<file path="src/rtl/cache_req_pkg.sv">
// Shared types and default widths for the cache access-sequence generator.
package cache_req_pkg;

  localparam int unsigned ADDR_WIDTH_DEF = 11;
  localparam int unsigned DATA_WIDTH_DEF = 32;
  localparam int unsigned CNT_WIDTH_DEF  = 16;

  typedef enum logic [1:0] {
    IDLE  = 2'd0,
    ISSUE = 2'd1,
    WAIT  = 2'd2,
    DONE  = 2'd3
  } state_e;

endpackage

</file>
<file path="src/rtl/cache_stat_counter.sv">
// Saturating event counter with synchronous clear and enable.
module cache_stat_counter #(
  parameter int unsigned WIDTH = 16
) (
  input  logic             clk,
  input  logic             rst_n,
  input  logic             clr,
  input  logic             en,
  output logic [WIDTH-1:0] count
);

  logic [WIDTH-1:0] count_q, count_d;

  // Clear wins over enable; the counter sticks at all-ones.
  always_comb begin
    count_d = count_q;
    if (clr) begin
      count_d = '0;
    end else if (en && (count_q != {WIDTH{1'b1}})) begin
      count_d = count_q + WIDTH'(1);
    end
  end

  always_ff @(posedge clk or negedge rst_n) begin
    if (!rst_n) begin
      count_q <= '0;
    end else begin
      count_q <= count_d;
    end
  end

  assign count = count_q;

endmodule

</file>
<file path="src/rtl/cache_req_gen.sv">
// Strided read-sequence generator driving the cache read port and collecting hit/miss stats.
// Define CACHE_REQ_GEN_CHECKSUM_EN to build the XOR-over-hits checksum register.
module cache_req_gen
  import cache_req_pkg::*;
#(
  parameter int unsigned ADDR_WIDTH = ADDR_WIDTH_DEF,
  parameter int unsigned DATA_WIDTH = DATA_WIDTH_DEF,
  parameter int unsigned CNT_WIDTH  = CNT_WIDTH_DEF
) (
  input  logic                  clk,
  input  logic                  rst,
  input  logic                  start,
  input  logic [ADDR_WIDTH-1:0] base_addr,
  input  logic [ADDR_WIDTH-1:0] stride,
  input  logic [CNT_WIDTH-1:0]  num_access,
  input  logic [CNT_WIDTH-1:0]  num_pass,
  output logic                  req_read,
  output logic [ADDR_WIDTH-1:0] req_addr,
  input  logic                  cache_hit,
  input  logic [DATA_WIDTH-1:0] cache_data,
  output logic                  busy,
  output logic                  done,
  output logic [CNT_WIDTH-1:0]  hit_count,
  output logic [CNT_WIDTH-1:0]  miss_count,
  output logic [DATA_WIDTH-1:0] last_data,
  output logic [DATA_WIDTH-1:0] checksum
);

  state_e                state_q, state_d;
  logic [ADDR_WIDTH-1:0] base_q, base_d;
  logic [ADDR_WIDTH-1:0] stride_q, stride_d;
  logic [CNT_WIDTH-1:0]  nacc_q, nacc_d;
  logic [CNT_WIDTH-1:0]  npass_q, npass_d;
  logic [CNT_WIDTH-1:0]  acc_idx_q, acc_idx_d;
  logic [CNT_WIDTH-1:0]  pass_idx_q, pass_idx_d;
  logic [ADDR_WIDTH-1:0] addr_q, addr_d;
  logic                  req_read_q, req_read_d;
  logic                  busy_q, busy_d;
  logic                  done_q, done_d;
  logic [DATA_WIDTH-1:0] last_data_q, last_data_d;

  logic launch_c;
  logic sample_c;
  logic last_acc_c;
  logic last_pass_c;

  assign launch_c    = start && ((state_q == IDLE) || (state_q == DONE));
  assign sample_c    = (state_q == WAIT);
  assign last_acc_c  = (acc_idx_q == (nacc_q - CNT_WIDTH'(1)));
  assign last_pass_c = (pass_idx_q == (npass_q - CNT_WIDTH'(1)));

  // Next-state and datapath updates; output flops follow the next state.
  always_comb begin
    state_d     = state_q;
    base_d      = base_q;
    stride_d    = stride_q;
    nacc_d      = nacc_q;
    npass_d     = npass_q;
    acc_idx_d   = acc_idx_q;
    pass_idx_d  = pass_idx_q;
    addr_d      = addr_q;
    last_data_d = last_data_q;

    case (state_q)
      IDLE, DONE: begin
        if (start) begin
          base_d      = base_addr;
          stride_d    = stride;
          nacc_d      = num_access;
          npass_d     = (num_pass == '0) ? CNT_WIDTH'(1) : num_pass;
          acc_idx_d   = '0;
          pass_idx_d  = '0;
          addr_d      = base_addr;
          last_data_d = '0;
          state_d     = (num_access == '0) ? DONE : ISSUE;
        end
      end
      ISSUE: begin
        state_d = WAIT;
      end
      WAIT: begin
        last_data_d = cache_data;
        if (last_acc_c) begin
          acc_idx_d = '0;
          if (last_pass_c) begin
            state_d = DONE;
          end else begin
            pass_idx_d = pass_idx_q + CNT_WIDTH'(1);
            addr_d     = base_q;
            state_d    = ISSUE;
          end
        end else begin
          acc_idx_d = acc_idx_q + CNT_WIDTH'(1);
          addr_d    = addr_q + stride_q;
          state_d   = ISSUE;
        end
      end
      default: begin
        state_d = IDLE;
      end
    endcase

    req_read_d = (state_d == ISSUE);
    busy_d     = (state_d == ISSUE) || (state_d == WAIT);
    done_d     = (state_d == DONE);
  end

  always_ff @(posedge clk or negedge rst) begin
    if (!rst) begin
      state_q     <= IDLE;
      base_q      <= '0;
      stride_q    <= '0;
      nacc_q      <= '0;
      npass_q     <= '0;
      acc_idx_q   <= '0;
      pass_idx_q  <= '0;
      addr_q      <= '0;
      req_read_q  <= 1'b0;
      busy_q      <= 1'b0;
      done_q      <= 1'b0;
      last_data_q <= '0;
    end else begin
      state_q     <= state_d;
      base_q      <= base_d;
      stride_q    <= stride_d;
      nacc_q      <= nacc_d;
      npass_q     <= npass_d;
      acc_idx_q   <= acc_idx_d;
      pass_idx_q  <= pass_idx_d;
      addr_q      <= addr_d;
      req_read_q  <= req_read_d;
      busy_q      <= busy_d;
      done_q      <= done_d;
      last_data_q <= last_data_d;
    end
  end

  cache_stat_counter #(.WIDTH(CNT_WIDTH)) u_hit_cnt (
    .clk   (clk),
    .rst_n (rst),
    .clr   (launch_c),
    .en    (sample_c && cache_hit),
    .count (hit_count)
  );

  cache_stat_counter #(.WIDTH(CNT_WIDTH)) u_miss_cnt (
    .clk   (clk),
    .rst_n (rst),
    .clr   (launch_c),
    .en    (sample_c && !cache_hit),
    .count (miss_count)
  );

`ifdef CACHE_REQ_GEN_CHECKSUM_EN
  logic [DATA_WIDTH-1:0] checksum_q, checksum_d;

  // Only hit data folds into the checksum.
  always_comb begin
    checksum_d = checksum_q;
    if (launch_c) begin
      checksum_d = '0;
    end else if (sample_c && cache_hit) begin
      checksum_d = checksum_q ^ cache_data;
    end
  end

  always_ff @(posedge clk or negedge rst) begin
    if (!rst) begin
      checksum_q <= '0;
    end else begin
      checksum_q <= checksum_d;
    end
  end

  assign checksum = checksum_q;
`else
  assign checksum = '0;
`endif

  assign req_read  = req_read_q;
  assign req_addr  = addr_q;
  assign busy      = busy_q;
  assign done      = done_q;
  assign last_data = last_data_q;

endmodule

</file>
<file path="config.mk">
export PLATFORM = sky130hd
export DESIGN_NAME = cache_req_gen
export DESIGN_NICKNAME = d
export VERILOG_FILES = /design/src/rtl/cache_req_pkg.sv /design/src/rtl/cache_stat_counter.sv /design/src/rtl/cache_req_gen.sv
export SDC_FILE = /design/constraint.sdc
export NUM_CORES = 1
export LEC_CHECK = 0
export CAP_MARGIN = 20
export CELL_PAD_IN_SITES_DETAIL_PLACEMENT = 1
export CELL_PAD_IN_SITES_GLOBAL_PLACEMENT = 2
export CORE_MARGIN = 5
export CORE_UTILIZATION = 31
export CTS_CLUSTER_DIAMETER = 50
export DETAILED_ROUTE_END_ITERATION = 8
export GPL_ROUTABILITY_DRIVEN = 0
export PLACE_DENSITY = 0.78
export SLEW_MARGIN = 20
export SYNTH_ARGS = -nofsm -noshare
export SYNTH_HDL_FRONTEND = slang
export SYNTH_SLANG_ARGS = --single-unit
</file>
<file path="constraint.sdc">
create_clock -name clk -period 4.1 [get_ports clk]
set_input_delay 1.025 -clock clk [delete_from_list [all_inputs] [get_ports clk]]
set_output_delay 1.025 -clock clk [all_outputs]
set_load 0.1 [all_outputs]
</file>
==> results of run 1 <==
## where the power goes
group / total (W) / leakage, nW / internal, W / switching (W)
Clock: 0.00162 / 0.271 / 0.000905 / 0.000710
Combinational: 0.00506 / 2.63 / 0.00154 / 0.00353
Sequential: 0.00263 / 2.18 / 0.00215 / 0.000475
Total: 0.00930 / 5.08 / 0.00459 / 0.00471
## per-layer routing
metal | vias to the layer above | GRT usage | routed length (um)
met4 | 4 | 0.0357 | 234
met5 | - | 0 | 27
met1 | 3770 | 0.209 | 12000
li1 | 3640 | - | -
met2 | 131 | 0.264 | 12500
met3 | 18 | 0.0502 | 1500
## cell families after synthesis
group | Yosys count | synth area share
and+or+nand+nor | 426 | 0.228
DFF | 166 | 0.455
AOI/OAI and AO/OA | 152 | 0.125
buffers and inverters | 108 | 0.0633
xor gates and xnor gates | 81 | 0.0777
adders and majority gates | 21 | 0.0296
muxes | 18 | 0.0212
other | 1 | 0.000411
## layout make-up
cell class                 instances  area, um2  area share
timing repair buffer             184       1810       0.155
antenna                            1       2.50    0.000214
tap                              384        480      0.0411
clock inverter                    13        148      0.0126
multi-input combinational        730       4530       0.388
inverter                          32        120      0.0103
clock buffer                      19        433      0.0371
sequential                       166       4150       0.356
## worst min-delay path: stages, from the launching register on
cell and delay (ps):
dfrtp_1 350, nand2_1 50, nand2_1 60
## Yosys cell counts (8+ instances only)
cell      instances  area share
a21oi_1          18      0.0099
a22o_1           36       0.035
a311oi_1          8      0.0077
and3_1           16       0.011
buf_4            33       0.027
clkbuf_1         28       0.012
dfrtp_1         166        0.45
ha_1             20       0.027
inv_1            31       0.013
mux2i_1          10       0.011
nand2_1         176       0.072
nand2b_1         18       0.012
nand3_1          25       0.014
nand4_1          13      0.0089
nor2_1           85       0.035
nor2b_1          10      0.0069
nor3_1           15      0.0082
nor4_1           15       0.010
o21ai_0          25       0.014
o41ai_1           9      0.0086
or3_1            11      0.0075
or4_1            12      0.0099
xnor2_1          42       0.040
xor2_1           39       0.037
## state kept, by name, summed over array words and instances (netlist names)
signal            cells
req_read              1
base_q               11
nacc_q               16
last_data            32
u_hit_cnt.count      16
acc_idx_q            16
pass_idx_q           16
npass_q              16
state_q               2
busy                  1
stride_q             11
u_miss_cnt.count     16
done                  1
req_addr             11
## how the worst max path moves through the flow
stage | startpoint | to | slack, ps | cells past startpoint
finish | npass_q[0]$_DFFE_PN0P_ | busy$_DFF_PN0_ | 460 | 12
global route | npass_q[0]$_DFFE_PN0P_ | busy$_DFF_PN0_ | 280 | 12
CTS | npass_q[0]$_DFFE_PN0P_ | busy$_DFF_PN0_ | 430 | 12
floorplan | npass_q[0]$_DFFE_PN0P_ | busy$_DFF_PN0_ | 800 | 12
global placement | npass_q[0]$_DFFE_PN0P_ | busy$_DFF_PN0_ | 540 | 12
detailed placement | npass_q[0]$_DFFE_PN0P_ | busy$_DFF_PN0_ | 430 | 12
## through the flow
step                      total power, W  area [um2]  worst slack [ps]  cells  hold slack [ps]
after floorplan                  0.00645        9250               800   1004              437
after global placement           0.00771       11100               540   1496              452
after detailed placement         0.00778       11100               435   1496              464
after CTS                        0.00946       11700               429   1528              484
after global routing             0.00993       11700               279   1528              522
final                            0.00930       11700               463   1529              483
==> impl_metrics.json, run 1 <==
{
  "design.core.area_um2": 28900,
  "cp-start-kind": "flop",
  "drtPass1Iterations": 4,
  "r2r.worst_path.cells": 12,
  "grt_setup_unrepaired": "no",
  "required_time_of_the_worst_setup_path_ps": 4430,
  "peakVddDrop_v": 0.000520,
  "postCtsSetupRepairBufs": 0,
  "outcome": "completed",
  "timing.hold.worst_endpoint": "base_q[8]$_DFFE_PN0P_",
  "reg2reg_from": "npass_q[0]$_DFFE_PN0P_",
  "grt_use_total": 0.161,
  "cts_repair_resize_count": 0,
  "num-nets-final": 1242,
  "horizontal_die_dimension_um": 182,
  "min-delay-path-class": "flop to flop",
  "hold_viol_final": 0,
  "die_height_um": 182,
  "detail_route.iter0.violations": 292,
  "max-slew-margin-rel": 0.292,
  "worst_pin_slew_ps": 1060,
  "cts_inserted_buffers": 17,
  "grt_pass1_vias": 8143,
  "synth_seq_cells": 166,
  "fin_worst_skew_ps": 9.83,
  "ys_seq_area_frac": 0.455,
  "timing.critical_path.to_type": "flop",
  "cp_data_arrival_time_ps": 3960,
  "hp-start": "base_q[8]$_DFFE_PN0P_",
  "hpwl_mm": 18.9,
  "grt_overflow_total": 0,
  "r2r_end": "busy$_DFF_PN0_",
  "drt-wirelength-per-cell_um": 17.2,
  "grt_pass1_wl_mm": 43.6,
  "synth.yosys.warnings": 0,
  "layout.core_utilization": 0.405,
  "die_area_um2": 33000,
  "antenna_left": 0,
  "boundaryPins": 200,
  "min_period_over_period": 0.887,
  "maximum_number_of_pins_on_one_net_before_global_route_repair": 96,
  "numClockSinks": 166,
  "cts_root_buffer": "clkbuf_16",
  "htree_levels": 4,
  "std_cell_rows": 62,
  "timing.critical_path.cells": "inv_1 > ha_1 > or4b_4 > or4b_1 > and3_1 > o31a_1 > a2111oi_4 > nand3_2 > a21oi_1 > a211oi_1 > ha_1 > inv_1",
  "via_count": 7563,
  "drv_cap": 0,
  "antenna_found_initial": 2,
  "r2r_slack_ps": 460,
  "totalWireLength_mm": 26.3,
  "initial_core_util": 0.316,
  "io_buffers": 167,
  "dominantRegCellSynth": "dfrtp_1",
  "mostFrequentLayoutCells": "nand2_1 (175), dfrtp_1 (166), clkdlybuf4s50_1 (166)",
  "path_class": "flop to flop",
  "finalCriticalPeriod_ps": 3640,
  "achievable-frequency_ghz": 0.275,
  "setup_viol": 0,
  "cellPowerDensity_nw_per_um2": 797,
  "post_drt_via_cell_ratio": 4.95,
  "areaGrowthSynthToFinish_pct": 27.9,
  "clk_pin_slew_worst_paths_ps": 70,
  "tritoncts": "done",
  "asyncSetResetFlopFracSynth": 1.00,
  "avgSynthCellArea_um2": 9.38,
  "crit_buf_inv": 2,
  "netlist_area_um2": 9130,
  "max_transition_viols_final": 0,
  "filler_cell_count": 3328,
  "hold-path-cell-count": 2,
  "cpLargestDelayFamily": "simple AND/OR/NAND/NOR gates",
  "syn-instance-count": 973,
  "final.setup.tns_ps": 0,
  "worst_skew_pair.late_latency_ps": 430,
  "critPathMaxFanout": 6,
  "timing.critical_path.slowest_cell_delay_ps": 520,
  "drc": 0,
  "synth_edf_count": 0,
  "drive_above_1_share": 0.0647,
  "static-leakage-power_nw": 5.08,
  "mostFrequentLayoutCell": "nand2_1",
  "ys_types": 72,
  "critical-path-slowest-cell": "or4b_4",
  "post_cts_hold_buffer_count": 0,
  "cts_buffer_depth": 2
}
(Power assumes the default switching activity.)
==> run 2, diff against run 1 <==
- CORE_ASPECT_RATIO: default -> 0.75
==> run 2 against run 1 <==
Compared with the run above:
- first-iteration DRC count is 13% higher
- sequential cell count stayed put
- wire length is 3.5% higher
- non-clock buffer count is 2 higher
- sequential power hardly changed
- combinational power is 1% higher
- clock skew hardly changed
- utilization is 0.12 points lower
- sequential share of layout area is 0.14 points lower
- critical path type unchanged
- largest cell class unchanged
- highest routed layer is now met4
==> impl_metrics.json, run 2 (same netlist as run 1, synthesis figures left out) <==
{
  "outcome": "completed",
  "min-delay-path-class": "flop to flop",
  "cts_inserted_buffers": 17,
  "met2_routed_wl_mm": 12.2,
  "layout.core_utilization": 0.404,
  "numClockSinks": 166,
  "static-leakage-power_nw": 5.11,
  "met1Wirelength_mm": 13.5,
  "postCtsSetupRepairBufs": 0,
  "via_count": 7563,
  "min_period_over_period": 0.891,
  "drc": 0,
  "maximum_number_of_pins_on_one_net_before_global_route_repair": 96,
  "grt_use_total": 0.166,
  "timing.critical_path.to_type": "flop",
  "io_buffers": 167,
  "max_transition_viols_final": 0,
  "met3RoutedLength_mm": 1.36,
  "achievable-frequency_ghz": 0.274,
  "boundaryPins": 200,
  "drv_cap": 0,
  "horizontal_die_dimension_um": 208,
  "critPathMaxFanout": 6,
  "die_height_um": 159,
  "max-slew-margin-rel": 0.281,
  "std_cell_rows": 54,
  "totalPowerFinal_w": 0.00946,
  "totalWireLength_mm": 27.2,
  "tritoncts": "done",
  "post_drt_via_cell_ratio": 4.92,
  "areaGrowthSynthToFinish_pct": 28.4,
  "num-nets-final": 1244,
  "post_cts_hold_buffer_count": 0,
  "mostFrequentLayoutCells": "nand2_1 (176), dfrtp_1 (166), clkdlybuf4s50_1 (166)",
  "cts_buffer_depth": 2,
  "htree_levels": 4,
  "cp-start-kind": "flop",
  "antenna-diode-count": 0,
  "detail_route.iter0.violations": 331,
  "antenna_left": 0,
  "grt_pass1_vias": 7985,
  "cp_data_arrival_time_ps": 3980,
  "die_area_um2": 33000,
  "worst_pin_slew_ps": 1070,
  "peakVddDrop_v": 0.000576,
  "hold_viol_final": 0,
  "finalCriticalPeriod_ps": 3650,
  "clk_pin_slew_worst_paths_ps": 70,
  "worst_skew_pair.late_latency_ps": 430,
  "cts_root_buffer": "clkbuf_16",
  "design.core.area_um2": 29100,
  "grt_setup_unrepaired": "no",
  "final.setup.tns_ps": 0,
  "drt-wirelength-per-cell_um": 17.7,
  "setup_viol": 0,
  "initial_core_util": 0.314,
  "cts_repair_resize_count": 0,
  "mostFrequentLayoutCell": "nand2_1",
  "largest_register_ffs": 32,
  "grt_overflow_total": 0,
  "grt_pass1_wl_mm": 44.2,
  "hpwl_mm": 19.9,
  "drive_above_1_share": 0.0663,
  "required_time_of_the_worst_setup_path_ps": 4420,
  "antenna_found_initial": 0,
  "path_class": "flop to flop",
  "drtPass1Iterations": 4,
  "dr.max_layer_used": "met4",
  "fin_worst_skew_ps": 9.77,
  "cellPowerDensity_nw_per_um2": 807
}
==> run 2: final timing paths <==
| check | cells past startpoint | start | end | slack, ps |
|---|---|---|---|---|
| max | 12 | npass_q[0]$_DFFE_PN0P_ | busy$_DFF_PN0_ | 450 |
| min | 2 | stride_q[8]$_DFFE_PN0P_ | stride_q[8]$_DFFE_PN0P_ | 480 |
| max reg2reg | 12 | npass_q[0]$_DFFE_PN0P_ | busy$_DFF_PN0_ | 450 |
| min reg2reg | 2 | stride_q[8]$_DFFE_PN0P_ | stride_q[8]$_DFFE_PN0P_ | 480 |
| max in group asynchronous | 2 | rst | u_hit_cnt.count[13]$_DFFE_PN0P_ | 2510 |
| min in group asynchronous | 1 | rst | npass_q[13]$_DFFE_PN0P_ | 680 |
==> run 2: layer usage <==
metal  up-vias  global-route usage
li1       3642                   -
met1      3794               0.235
met2       114               0.256
met3        13              0.0496
met4         0              0.0306
met5         -                   0
==> run 2: worst max-delay path, stage by stage, from the launching register on <==
cell and delay (ps):
dfrtp_1 410, inv_1 90, ha_1 240, or4b_4 520, or4b_1 520, and3_1 180, o31a_1 310, a2111oi_4 360
nand3_2 240, a21oi_1 250, a211oi_1 80, ha_1 310, inv_1 30
==> run 2: area by class of cell <==
| type | instances | area (um2) |
|---|---|---|
| clock inverter | 13 | 163 |
| tap | 392 | 490 |
| clock buffer | 19 | 443 |
| multi-input combinational | 730 | 4530 |
| sequential | 166 | 4150 |
| timing repair buffer | 186 | 1830 |
| inverter | 32 | 120 |
| fill | 3339 | 17300 |
==> run 2: through the flow <==
stage | worst slack [ps] | instances | hold slack, ps | cell area (um2)
floorplan | 800 | 1004 | 437 | 9250
global placement | 577 | 1506 | 456 | 11100
detailed placement | 414 | 1506 | 468 | 11100
CTS | 412 | 1538 | 486 | 11700
global route | 284 | 1538 | 499 | 11700
finish | 446 | 1538 | 479 | 11700
==> run 2: where the power goes <==
| group | leakage [nW] | internal, W | switching, W | total (W) |
|---|---|---|---|---|
| Sequential | 2.18 | 0.00215 | 0.000498 | 0.00265 |
| Clock | 0.294 | 0.000938 | 0.000746 | 0.00168 |
| Combinational | 2.64 | 0.00155 | 0.00357 | 0.00513 |
